--- src/rtl/alu_uart_interface.sv ---
// Sequencer between the UART FIFOs and the ALU: pops A, B, opcode from RX, pushes the result to TX.
// Optional inter-byte frame timeout is compiled in with `define INTF_TIMEOUT_EN.
module alu_uart_interface #(
  parameter int size    = 8,
  parameter int TIMEOUT = 50000
) (
  input  logic            clk_i,
  input  logic            reset_i,
  input  logic            rx_empty_i,
  input  logic [size-1:0] rx_data_i,
  output logic            rd_uart_o,
  input  logic            tx_full_i,
  output logic [size-1:0] tx_data_o,
  output logic            wr_uart_o,
  output logic [size-1:0] alu_a_o,
  output logic [size-1:0] alu_b_o,
  output logic [5:0]      alu_op_o,
  input  logic [size-1:0] alu_result_i,
  output logic            busy_o,
  output logic            frame_err_o
);
  typedef enum logic [2:0] {GET_A, GET_B, GET_OP, EXEC, SEND} state_t;

  state_t          state_q, state_d;
  logic [size-1:0] a_q, a_d, b_q, b_d, res_q, res_d;
  logic [5:0]      op_q, op_d;
  logic            rd, wr, tmo;

`ifdef INTF_TIMEOUT_EN
  localparam int CW = $clog2(TIMEOUT + 1);
  logic [CW-1:0] cnt_q, cnt_d;

  // Zero unless waiting mid-frame on an empty RX, so every pop or state change restarts the wait.
  always_comb begin
    cnt_d = '0;
    tmo   = 1'b0;
    if ((state_q == GET_B || state_q == GET_OP) && rx_empty_i) begin
      if (cnt_q == CW'(TIMEOUT - 1)) tmo = 1'b1;
      else                           cnt_d = cnt_q + CW'(1);
    end
  end

  always_ff @(posedge clk_i) begin
    if (reset_i) cnt_q <= '0;
    else         cnt_q <= cnt_d;
  end
`else
  localparam int unused_timeout = TIMEOUT;
  assign tmo = 1'b0;
`endif

  always_comb begin
    state_d = state_q;
    a_d     = a_q;
    b_d     = b_q;
    op_d    = op_q;
    res_d   = res_q;
    rd      = 1'b0;
    wr      = 1'b0;
    unique case (state_q)
      GET_A:
        if (!rx_empty_i) begin
          rd = 1'b1; a_d = rx_data_i; state_d = GET_B;
        end
      GET_B:
        if (!rx_empty_i) begin
          rd = 1'b1; b_d = rx_data_i; state_d = GET_OP;
        end else if (tmo) state_d = GET_A;
      GET_OP:
        if (!rx_empty_i) begin
          rd = 1'b1; op_d = rx_data_i[5:0]; state_d = EXEC;
        end else if (tmo) state_d = GET_A;
      EXEC: begin
        res_d   = alu_result_i;
        state_d = SEND;
      end
      SEND:
        if (!tx_full_i) begin
          wr = 1'b1; state_d = GET_A;
        end
      default: state_d = GET_A;
    endcase
  end

  always_ff @(posedge clk_i) begin
    if (reset_i) begin
      state_q <= GET_A;
      a_q     <= '0;
      b_q     <= '0;
      op_q    <= '0;
      res_q   <= '0;
    end else begin
      state_q <= state_d;
      a_q     <= a_d;
      b_q     <= b_d;
      op_q    <= op_d;
      res_q   <= res_d;
    end
  end

  // A pop during reset would lose the byte; a pending push still goes out.
  assign rd_uart_o   = rd & ~reset_i;
  assign wr_uart_o   = wr;
  assign frame_err_o = tmo & ~reset_i;
  assign tx_data_o   = res_q;
  assign alu_a_o     = a_q;
  assign alu_b_o     = b_q;
  assign alu_op_o    = op_q;
  assign busy_o      = (state_q != GET_A);
endmodule

--- config.mk ---
export PLATFORM = sky130hd
export DESIGN_NAME = alu_uart_interface
export DESIGN_NICKNAME = d
export VERILOG_FILES = /design/src/rtl/alu_uart_interface.sv
export SDC_FILE = /design/constraint.sdc
export NUM_CORES = 1
export LEC_CHECK = 0
export BUFFER_PORTS_ARGS = -buffer_cell sky130_fd_sc_hd__clkbuf_2
export CORE_MARGIN = 2
export CORE_UTILIZATION = 48
export CTS_CLUSTER_DIAMETER = 60
export DETAILED_ROUTE_END_ITERATION = 6
export GPL_TIMING_DRIVEN = 0
export HOLD_SLACK_MARGIN = 0.1
export PLACE_DENSITY_LB_ADDON = 0.05
export SLEW_MARGIN = 0
export SYNTH_ARGS = -nofsm -noshare
export SYNTH_HDL_FRONTEND = slang
export SYNTH_SLANG_ARGS = --single-unit
--- constraint.sdc ---
create_clock -name clk_i -period 1.6 [get_ports clk_i]
set_clock_uncertainty 0.15 [all_clocks]
set_input_delay 0.16 -clock clk_i [delete_from_list [all_inputs] [get_ports clk_i]]
set_output_delay 0.16 -clock clk_i [all_outputs]
set_load 0.01 [all_outputs]
==> results.json, run 1 <==
{
  "yosys.area.top_type": "dfxtp_1",
  "critPathCapture": "rd_uart_o",
  "totalWireLength_mm": 3.22,
  "clock_sinks": 33,
  "critPathMaxStageDelay_ns": 0.35,
  "finalCritPeriodShare_pct": 100,
  "required_ns": 1.29,
  "maxCapViolCount": 0,
  "path_delay_family": "flip-flops",
  "drt_iter0_drc": 35,
  "synth_area_sq_mm": 0.00147,
  "netlist_instances": 137,
  "status": "finished, violations left",
  "synth_nets": 157,
  "port_buffers": 51,
  "synth_edf_count": 0,
  "startpoint_type": "flip-flop",
  "fillers": 235,
  "drive_gt1_share_pct": 35.2,
  "p_int_w": 0.00121,
  "reg2regPathDepth": 4,
  "clockBufferDepth": 2,
  "combPwrFrac_pct": 16.9,
  "synth_area_leaders": "dfxtp_1 (45%), mux2i_1 (20%), nand2b_1 (20%)",
  "fmax_mhz": 623,
  "dieArea_sq_mm": 0.00352,
  "ys_ff_latch": 33,
  "path_buf_inv": 2,
  "finalInstanceArea_sq_mm": 0.00206,
  "place_congestion": 0.758,
  "peakVddDrop_uv": 567,
  "p_sw_w": 0.000396,
  "async_flop_share_pct": 0,
  "cp_max_fo": 8,
  "grt-ovfl-total": 0,
  "clkLatencyLatePin_ns": 0.33,
  "grt_pass1_wl_mm": 5.26,
  "routed_via_density": 4.84,
  "power.leakage_nw": 0.950,
  "cts.reportedPaths.clkPinSlew_ns": 0.10,
  "io_pins": 54,
  "place_inst": 221,
  "avgSynthCellArea_sq_um": 10.7,
  "dr.pass1.iters": 4,
  "rsz0062_at_grt": "true",
  "root_buffer": "clkbuf_4",
  "r2r-start": "state_q[1]",
  "syn2layout_area_growth_pct": 40.2,
  "grt_busiest_layer": "met2",
  "yosys_warnings": 0,
  "drv_slew": 0,
  "wire_per_inst_um": 12.9,
  "layout_min_cycle_time_ns": 1.61,
  "vias": 1205,
  "synthDistinctLibCells": 22,
  "violations": "setup timing",
  "die_y_um": 59.3,
  "crit_cells": 3,
  "die_x_um": 59.3,
  "fin_ws_ns": -0.00548,
  "cts_tree": "done",
  "grt_use_met2_pct": 34.4,
  "rrSetupSlack_ns": 0.08,
  "grt_max_degree": 11,
  "n_antenna_cell": 0,
  "grt_use_met1_pct": 24.1,
  "met3_usage_pct": 7.42,
  "cp_cell_sequence": "buf_8, a2111oi_4, buf_2",
  "grt_pass1_vias": 1184,
  "core-area_sq_mm": 0.00298,
  "antenna_found_initial": 0,
  "crit_arrival_ns": 1.30,
  "crit_start": "state_q[1]",
  "cts_made_buffers": 5,
  "hold_class": "input port to flip-flop",
  "crit_path_end_kind": "output pin",
  "antenna_left": 0,
  "placed_cell_area_sq_mm": 0.00177,
  "critical_path.slowest_cell": "dfxtp_2",
  "yosysTopAreaCellShare_pct": 45.0,
  "p_sw_share_pct": 24.6,
  "setup_viol": 1,
  "p_seq_share_pct": 54.1,
  "criticalPathCategory": "flip-flop to output pin",
  "yosysMostFrequentCell": "nand2b_1",
  "r2r-end": "alu_a_o[5]",
  "powerDensity_mw_per_mm2": 782,
  "pwr-share-clk_pct": 29.0,
  "ys_seq_area_share_pct": 45.0,
  "h-tree-depth": 2,
  "drcViolationCount": 0,
  "dp_hpwl_mm": 2.18,
  "yosys-top-cells-count": "nand2b_1 (46), dfxtp_1 (33), mux2i_1 (30), clkbuf_1 (6), buf_6 (3)",
  "track_usage_pct": 20.6,
  "fin_cells": 249,
  "ys.flop_type": "dfxtp_1",
  "finalNetCount": 236,
  "initial_core_util_pct": 49.3,
  "min_path_cells": 2,
  "num_rows": 20,
  "setup_tns_ns": -0.00548,
  "hold_viol": 0
}
-- timing repair --
item,4_1_cts,5_1_grt
endpoints found under the setup margin,9,9
setup buffers,3,1
pin swaps,1,1
endpoints found under the hold margin,33,0
hold buffers,18,0
gates resized for setup,11,3
-- worst min path at each step --
stage / from / endpoint / slack (ns)
after global routing: reset_i / state_q[1] / 0.17
after floorplan: alu_result_i[1] / tx_data_o[1] / 0.17
after detailed placement: alu_result_i[7] / tx_data_o[7] / 0.26
final: reset_i / state_q[1] / 0.14
after global placement: alu_result_i[5] / tx_data_o[5] / 0.26
after CTS: rx_empty_i / alu_op_o[2] / 0.11
-- per-layer routing --
metal | vias to the layer above | share of wire [%]
met4 | 0 | 1.6
met5 | - | 0
met3 | 9 | 5.4
met1 | 546 | 45
met2 | 38 | 48
li1 | 612 | -
-- worst register-to-register path, stage by stage (launching register included) --
cell	delay (ns)
dfxtp_2	0.35
buf_8	0.13
or4_1	0.48
buf_6	0.17
mux2i_1	0.17
-- layout make-up --
cell class	instances	area, sq um	area share [%]
multi-input cells	92	753	36.6
flip-flops and latches	33	664	32.3
repair buffers	73	465	22.6
plain buffers	11	80.1	3.89
clock buffers	7	55.1	2.67
well taps	33	41.3	2.00
-- cells in the final DEF (no fill, tap or decap) --
cell,n
or2b_1,1
or3_1,1
buf_8,1
or4_1,1
or2_2,1
clkbuf_2,49
conb_1,1
a211oi_1,2
or3b_2,1
nor4b_4,1
nand3b_1,1
mux2i_1,30
nand2b_1,46
buf_2,3
a2111oi_4,1
clkbuf_8,1
clkbuf_4,5
dlygate4sd3_1,18
buf_4,5
clkbuf_1,6
dfxtp_2,3
nor4bb_1,1
or4b_4,1
dfxtp_1,30
and3b_1,1
buf_6,3
nor4b_1,1
o21ba_2,1
-- logic make-up after synthesis --
kind of cell | synth area share [%]
buf+inv | 5.03
flops | 45.0
other cells | 0.255
simple gates | 27.0
mux | 20.4
compound gates | 2.30
-- stage by stage --
| step | hold slack, ns | power [W] | utilization (%) | worst slack (ns) |
|---|---|---|---|---|
| final | 0.143 | 0.00161 | 69.2 | -0.00548 |
| after global routing | 0.168 | 0.00170 | 69.2 | -0.0683 |
| after CTS | 0.108 | 0.00163 | 68.9 | -0.0256 |
| after detailed placement | 0.263 | 0.00111 | 59.3 | -0.0343 |
| after global placement | 0.256 | 0.00110 | 59.3 | -0.0106 |
| after floorplan | 0.165 | 0.00103 | - | 0.131 |
-- power by group through the flow --
stage | Clock [W] | Combinational, W | Sequential (W)
floorplan | 0 | 0.000126 | 0.000901
global placement | 0 | 0.000216 | 0.000886
detailed placement | 0 | 0.000222 | 0.000888
CTS | 0.000484 | 0.000272 | 0.000871
global route | 0.000523 | 0.000297 | 0.000876
finish | 0.000467 | 0.000272 | 0.000872
-- registers in the layout, indices dropped and copies added (netlist names) --
signal and cells:
alu_a_o 8, alu_op_o 6, tx_data_o 8, state_q 3, alu_b_o 8
Power figures use the tool's default switching activity.
==> run 2: changes to the inputs <==
Settings changed: CELL_PAD_IN_SITES_DETAIL_PLACEMENT from default to 0, CELL_PAD_IN_SITES_GLOBAL_PLACEMENT from default to 1, CORE_UTILIZATION 48 to 36, CTS_BUF_LIST from default to sky130_fd_sc_hd__clkbuf_16.
==> run 2 against run 1 <==
The flow now finishes without violations. Cell area is 5.4% higher. Sequential share of layout area down 1.8 points. Routed wire length rose by 10%. Core utilization shrank 14 points. Final cell count is 6.0% higher. Combinational power down 1%. Critical path depth is 1 higher. Flip-flop and latch count did not move. Sequential power barely moved. Maximum frequency is 3.2% higher. Total power increased by 36%. Clock-buffer cell count fell by 2. Critical path type is now flip-flop to flip-flop. Largest cell class unchanged.
==> results.json, run 2 (same netlist as run 1, synthesis figures left out) <==
{
  "dp_hpwl_mm": 2.45,
  "syn2layout_area_growth_pct": 47.8,
  "min_path_cells": 3,
  "initial_core_util_pct": 37.0,
  "p_sw_w": 0.000471,
  "cts_made_buffers": 5,
  "peakVddDrop_uv": 487,
  "critical_path.slowest_cell": "or4b_4",
  "finalCritPeriodShare_pct": 97.3,
  "track_usage_pct": 17.1,
  "crit_path_frequent_cell": "buf_6",
  "startpoint_type": "flip-flop",
  "die_x_um": 67.9,
  "critPathMaxStageDelay_ns": 0.53,
  "drv_slew": 0,
  "placed_cell_area_sq_mm": 0.00179,
  "power.leakage_nw": 0.987,
  "wl_met3_um": 214,
  "grt_max_degree": 11,
  "rsz0062_at_grt": "false",
  "antenna_left": 0,
  "finalInstanceArea_sq_mm": 0.00217,
  "drive_gt1_share_pct": 34.1,
  "num_rows": 23,
  "status": "complete, no violations",
  "root_buffer": "clkbuf_16",
  "fillers": 394,
  "place_congestion": 0.688,
  "criticalPathCategory": "flip-flop to flip-flop",
  "cp_cell_sequence": "buf_6, or4b_4, buf_6, mux2i_1",
  "h-tree-depth": 2,
  "layout_commonest_cell": "clkbuf_2",
  "r2r-start": "state_q[2]",
  "clockBufferDepth": 2,
  "totalWireLength_mm": 3.55,
  "p_int_w": 0.00172,
  "min_from": "rx_empty_i",
  "grt_pass1_wl_mm": 5.66,
  "wire_per_inst_um": 13.5,
  "fin_hold_ws_ns": 0.177,
  "crit_path_end_kind": "flip-flop",
  "antenna_found_initial": 0,
  "routed_via_density": 4.55,
  "core-area_sq_mm": 0.00397,
  "n_antenna_cell": 0,
  "finalNetCount": 233,
  "p_seq_share_pct": 39.8,
  "met2WireLength_mm": 1.67,
  "powerDensity_mw_per_mm2": 1010,
  "cp_max_fo": 10,
  "rrSetupSlack_ns": 0.04,
  "hold_viol": 0,
  "maxCapViolCount": 0,
  "clkLatencyLatePin_ns": 0.27,
  "port_buffers": 51,
  "pwr-share-clk_pct": 48.0,
  "die_y_um": 67.9,
  "hold-path-endpoint": "state_q[1]",
  "dieArea_sq_mm": 0.00461,
  "crit_arrival_ns": 1.60,
  "top_layer": "met4",
  "vias": 1201,
  "reg2regPathDepth": 4,
  "tightest_slew_ns": 0.515,
  "cts_tree": "done",
  "fmax_mhz": 643,
  "hold_class": "input port to flip-flop",
  "combPwrFrac_pct": 12.2,
  "r2r-end": "alu_b_o[5]",
  "required_ns": 1.64,
  "grt_pass1_vias": 1230,
  "drcViolationCount": 0,
  "drt_iter0_drc": 24,
  "clock_sinks": 33,
  "p_sw_share_pct": 21.4,
  "grt-ovfl-total": 0,
  "layout_common_cells": "clkbuf_2 (50), nand2b_1 (46), dfxtp_1 (32), mux2i_1 (30), dlygate4sd3_1 (17)",
  "io_pins": 54,
  "cts.reportedPaths.clkPinSlew_ns": 0.05,
  "layout_min_cycle_time_ns": 1.56,
  "setup_viol": 0,
  "wl_met1_mm": 1.64,
  "dr.pass1.iters": 4,
  "slew_headroom_pct": 65.7
}
==> run 2: how the worst max path moves through the flow <==
| stage | slack (ns) | endpoint | start | depth (start not counted) |
|---|---|---|---|---|
| 3_5_place_dp | -0.1 | alu_op_o[1] | state_q[1] | 3 |
| 4_1_cts | 0.01 | rd_uart_o | state_q[1] | 3 |
| 6_report | 0.04 | alu_b_o[5] | state_q[2] | 4 |
| 3_3_place_gp | -0.03 | alu_op_o[4] | state_q[1] | 3 |
| 5_1_grt | 0.01 | alu_a_o[4] | state_q[2] | 4 |
| 2_1_floorplan | 0.13 | alu_a_o[0] | state_q[2] | 4 |
==> run 2: final cells by class <==
class                      count  area [sq um]  area share, %
sequential                    33           662           30.5
buffer                        12          91.3           4.21
clock inverter                 3          37.5           1.73
tap                           50          62.6           2.88
timing repair buffer          69           433           19.9
clock buffer                   5           125           5.76
multi-input combinational     92           759           35.0
==> run 2: critical path: cells and delay by family (launching register included) <==
family        cells  cell delay (ns)
mux               1             0.19
simple gates      1             0.53
flops             1             0.30
buf+inv           2             0.31
==> run 2: power groups by stage <==
| stage | Combinational (W) | Clock [W] | Sequential [W] |
|---|---|---|---|
| after floorplan | 0.000126 | 0 | 0.000901 |
| final | 0.000268 | 0.00105 | 0.000874 |
| after global routing | 0.000295 | 0.00111 | 0.000878 |
| after detailed placement | 0.000224 | 0 | 0.000890 |
| after CTS | 0.000264 | 0.00107 | 0.000873 |
| after global placement | 0.000218 | 0 | 0.000888 |
==> run 2: routing by layer <==
layer  vias up  global-route usage, %
li1        604                      -
met1       553                   19.9
met2        40                   29.0
met3         4                   4.61
met4         0                   8.25
met5         -                      0
==> run 2: through the flow <==
| stage | cells | utilization [%] | setup slack (ns) | power, W | setup TNS, ns |
|---|---|---|---|---|---|
| detailed placement | 238 | 45.0 | -0.0993 | 0.00111 | -0.528 |
| floorplan | 137 | - | 0.131 | 0.00103 | 0 |
| CTS | 264 | 54.0 | 0.0119 | 0.00221 | 0 |
| global route | 264 | 54.7 | 0.0104 | 0.00229 | 0 |
| global placement | 238 | 45.0 | -0.0340 | 0.00111 | -0.180 |
| finish | 264 | 54.7 | 0.0439 | 0.00220 | 0 |
==> run 2: repair_timing <==
action                                 CTS  global route
hold buffers                            17             0
setup endpoints to repair                7             3
endpoints found under the hold margin   30             0
buffers inserted                         1             0
resized for setup                        5             8
==> run 3: changes to the inputs <==
Settings changed: SETUP_SLACK_MARGIN from default to 0.5.
==> run 3 against run 2 <==
Critical path depth is 1 lower. Largest power group is now sequential cells. Sequential power about the same. Via count up 4.1%.
==> results.json, run 3 (same netlist as run 1, synthesis figures left out) <==
{
  "status": "complete, no violations",
  "placed_cell_area_sq_mm": 0.00183,
  "die_y_um": 67.9,
  "grt_pass1_vias": 1214,
  "drive_gt1_share_pct": 41.1,
  "layout_min_cycle_time_ns": 1.53,
  "fmax_mhz": 654,
  "grt_max_degree": 11,
  "dr.pass1.iters": 4,
  "maxCapViolCount": 0,
  "port_buffers": 51,
  "postLayoutCoreUtil_pct": 57.3,
  "totalWireLength_mm": 3.68,
  "crit_arrival_ns": 1.22,
  "cts_tree": "done",
  "place_congestion": 0.755,
  "setup_tns_ns": 0,
  "clkLatencyLatePin_ns": 0.27,
  "path_delay_family": "compound AO/OA/AOI/OAI gates",
  "hold_viol": 0,
  "criticalPathCategory": "flip-flop to output pin",
  "critical_path.slowest_cell": "a2111oi_4",
  "routed_via_density": 4.56,
  "fillers": 365,
  "grt-ovfl-total": 0,
  "initial_core_util_pct": 37.0,
  "drv_slew": 0,
  "drcViolationCount": 0,
  "path_buf_inv": 2,
  "syn2layout_area_growth_pct": 54.9,
  "n_antenna_cell": 0,
  "dieArea_sq_mm": 0.00461,
  "drt_iter0_drc": 39,
  "grt_pass1_wl_mm": 5.63,
  "startpoint_type": "flip-flop",
  "cp_cell_sequence": "buf_6, a2111oi_4, clkbuf_2",
  "layout_common_cells": "clkbuf_2 (49), nand2b_1 (46), mux2i_1 (30), dfxtp_1 (29), dlygate4sd3_1 (16)",
  "core-area_sq_mm": 0.00397,
  "rsz0062_at_grt": "true",
  "finalNetCount": 245,
  "root_buffer": "clkbuf_16",
  "peakVddDrop_uv": 559,
  "finalCritPeriodShare_pct": 95.5,
  "h-tree-depth": 2,
  "tightest_slew_ns": 0.542,
  "cts.reportedPaths.clkPinSlew_ns": 0.05,
  "powerDensity_mw_per_mm2": 898,
  "finalInstanceArea_sq_mm": 0.00227,
  "power.leakage_nw": 1.05,
  "layout_commonest_cell": "clkbuf_2",
  "cts_made_buffers": 5,
  "cp_max_fo": 5,
  "dp_hpwl_mm": 2.38,
  "slew_headroom_pct": 63.9,
  "hold_class": "input port to flip-flop",
  "setup_viol": 0,
  "crit_path_end_kind": "output pin",
  "critPathMaxStageDelay_ns": 0.33,
  "vias": 1250,
  "io_pins": 54,
  "antenna_left": 0,
  "track_usage_pct": 16.8,
  "die_x_um": 67.9,
  "clock_sinks": 33,
  "clockBufferDepth": 2,
  "antenna_found_initial": 0,
  "num_rows": 23,
  "wire_per_inst_um": 13.4,
  "required_ns": 1.29
}
==> run 3: worst paths after layout <==
| check | startpoint | slack [ns] | endpoint | cells past startpoint |
|---|---|---|---|---|
| max reg2reg | state_q[0] | 0.08 | alu_a_o[2] | 4 |
| max | state_q[0] | 0.07 | rd_uart_o | 3 |
| min | rx_empty_i | 0.17 | state_q[0] | 3 |
| min reg2reg | tx_data_o[6] | 0.32 | tx_data_o[6] | 2 |
==> run 3: repair_timing <==
item,CTS,global route
resized for setup,5,13
hold endpoints to repair,30,0
hold buffers,16,0
setup buffers,9,2
gates cloned,1,2
pin swaps,5,2
endpoints found under the setup margin,36,37
==> run 3: where the power goes <==
group	switching, W	internal, W	total [W]
registers	0.0000183	0.000857	0.000876
logic	0.000130	0.000178	0.000307
clock network	0.000306	0.000553	0.000859
total	0.000454	0.00159	0.00204
==> run 3: stage by stage <==
| step | hold WS, ns | std cells | setup WS (ns) | power, W |
|---|---|---|---|---|
| after floorplan | 0.165 | 137 | 0.169 | 0.00104 |
| after global placement | 0.258 | 238 | 0.103 | 0.00112 |
| after detailed placement | 0.266 | 238 | 0.0910 | 0.00113 |
| after CTS | 0.144 | 270 | 0.0674 | 0.00205 |
| after global routing | 0.192 | 274 | 0.0322 | 0.00213 |
| final | 0.173 | 274 | 0.0713 | 0.00204 |
==> run 3: per-layer routing <==
layer | share of wire, % | up-vias | global-route usage [%]
met5 | 0 | - | 0
met3 | 4.6 | 6 | 5.59
met2 | 50 | 34 | 28.3
li1 | - | 632 | -
met1 | 44 | 578 | 20.4
met4 | 1.2 | 0 | 5.25
==> run 3: final cells by class <==
| class | instances | area, sq um | area share, % |
|---|---|---|---|
| Buffer | 12 | 110 | 4.84 |
| Clock buffer | 5 | 125 | 5.50 |
| Clock inverter | 1 | 5.00 | 0.220 |
| Multi-Input combinational cell | 92 | 773 | 34.0 |
| Sequential cell | 33 | 666 | 29.3 |
| Tap cell | 50 | 62.6 | 2.75 |
| Timing Repair Buffer | 81 | 533 | 23.4 |
==> run 3: worst min-delay path, cell delays in order <==
cell	delay, ns
clkbuf_2	0.17
nand3b_1	0.14
a211oi_2	0.08
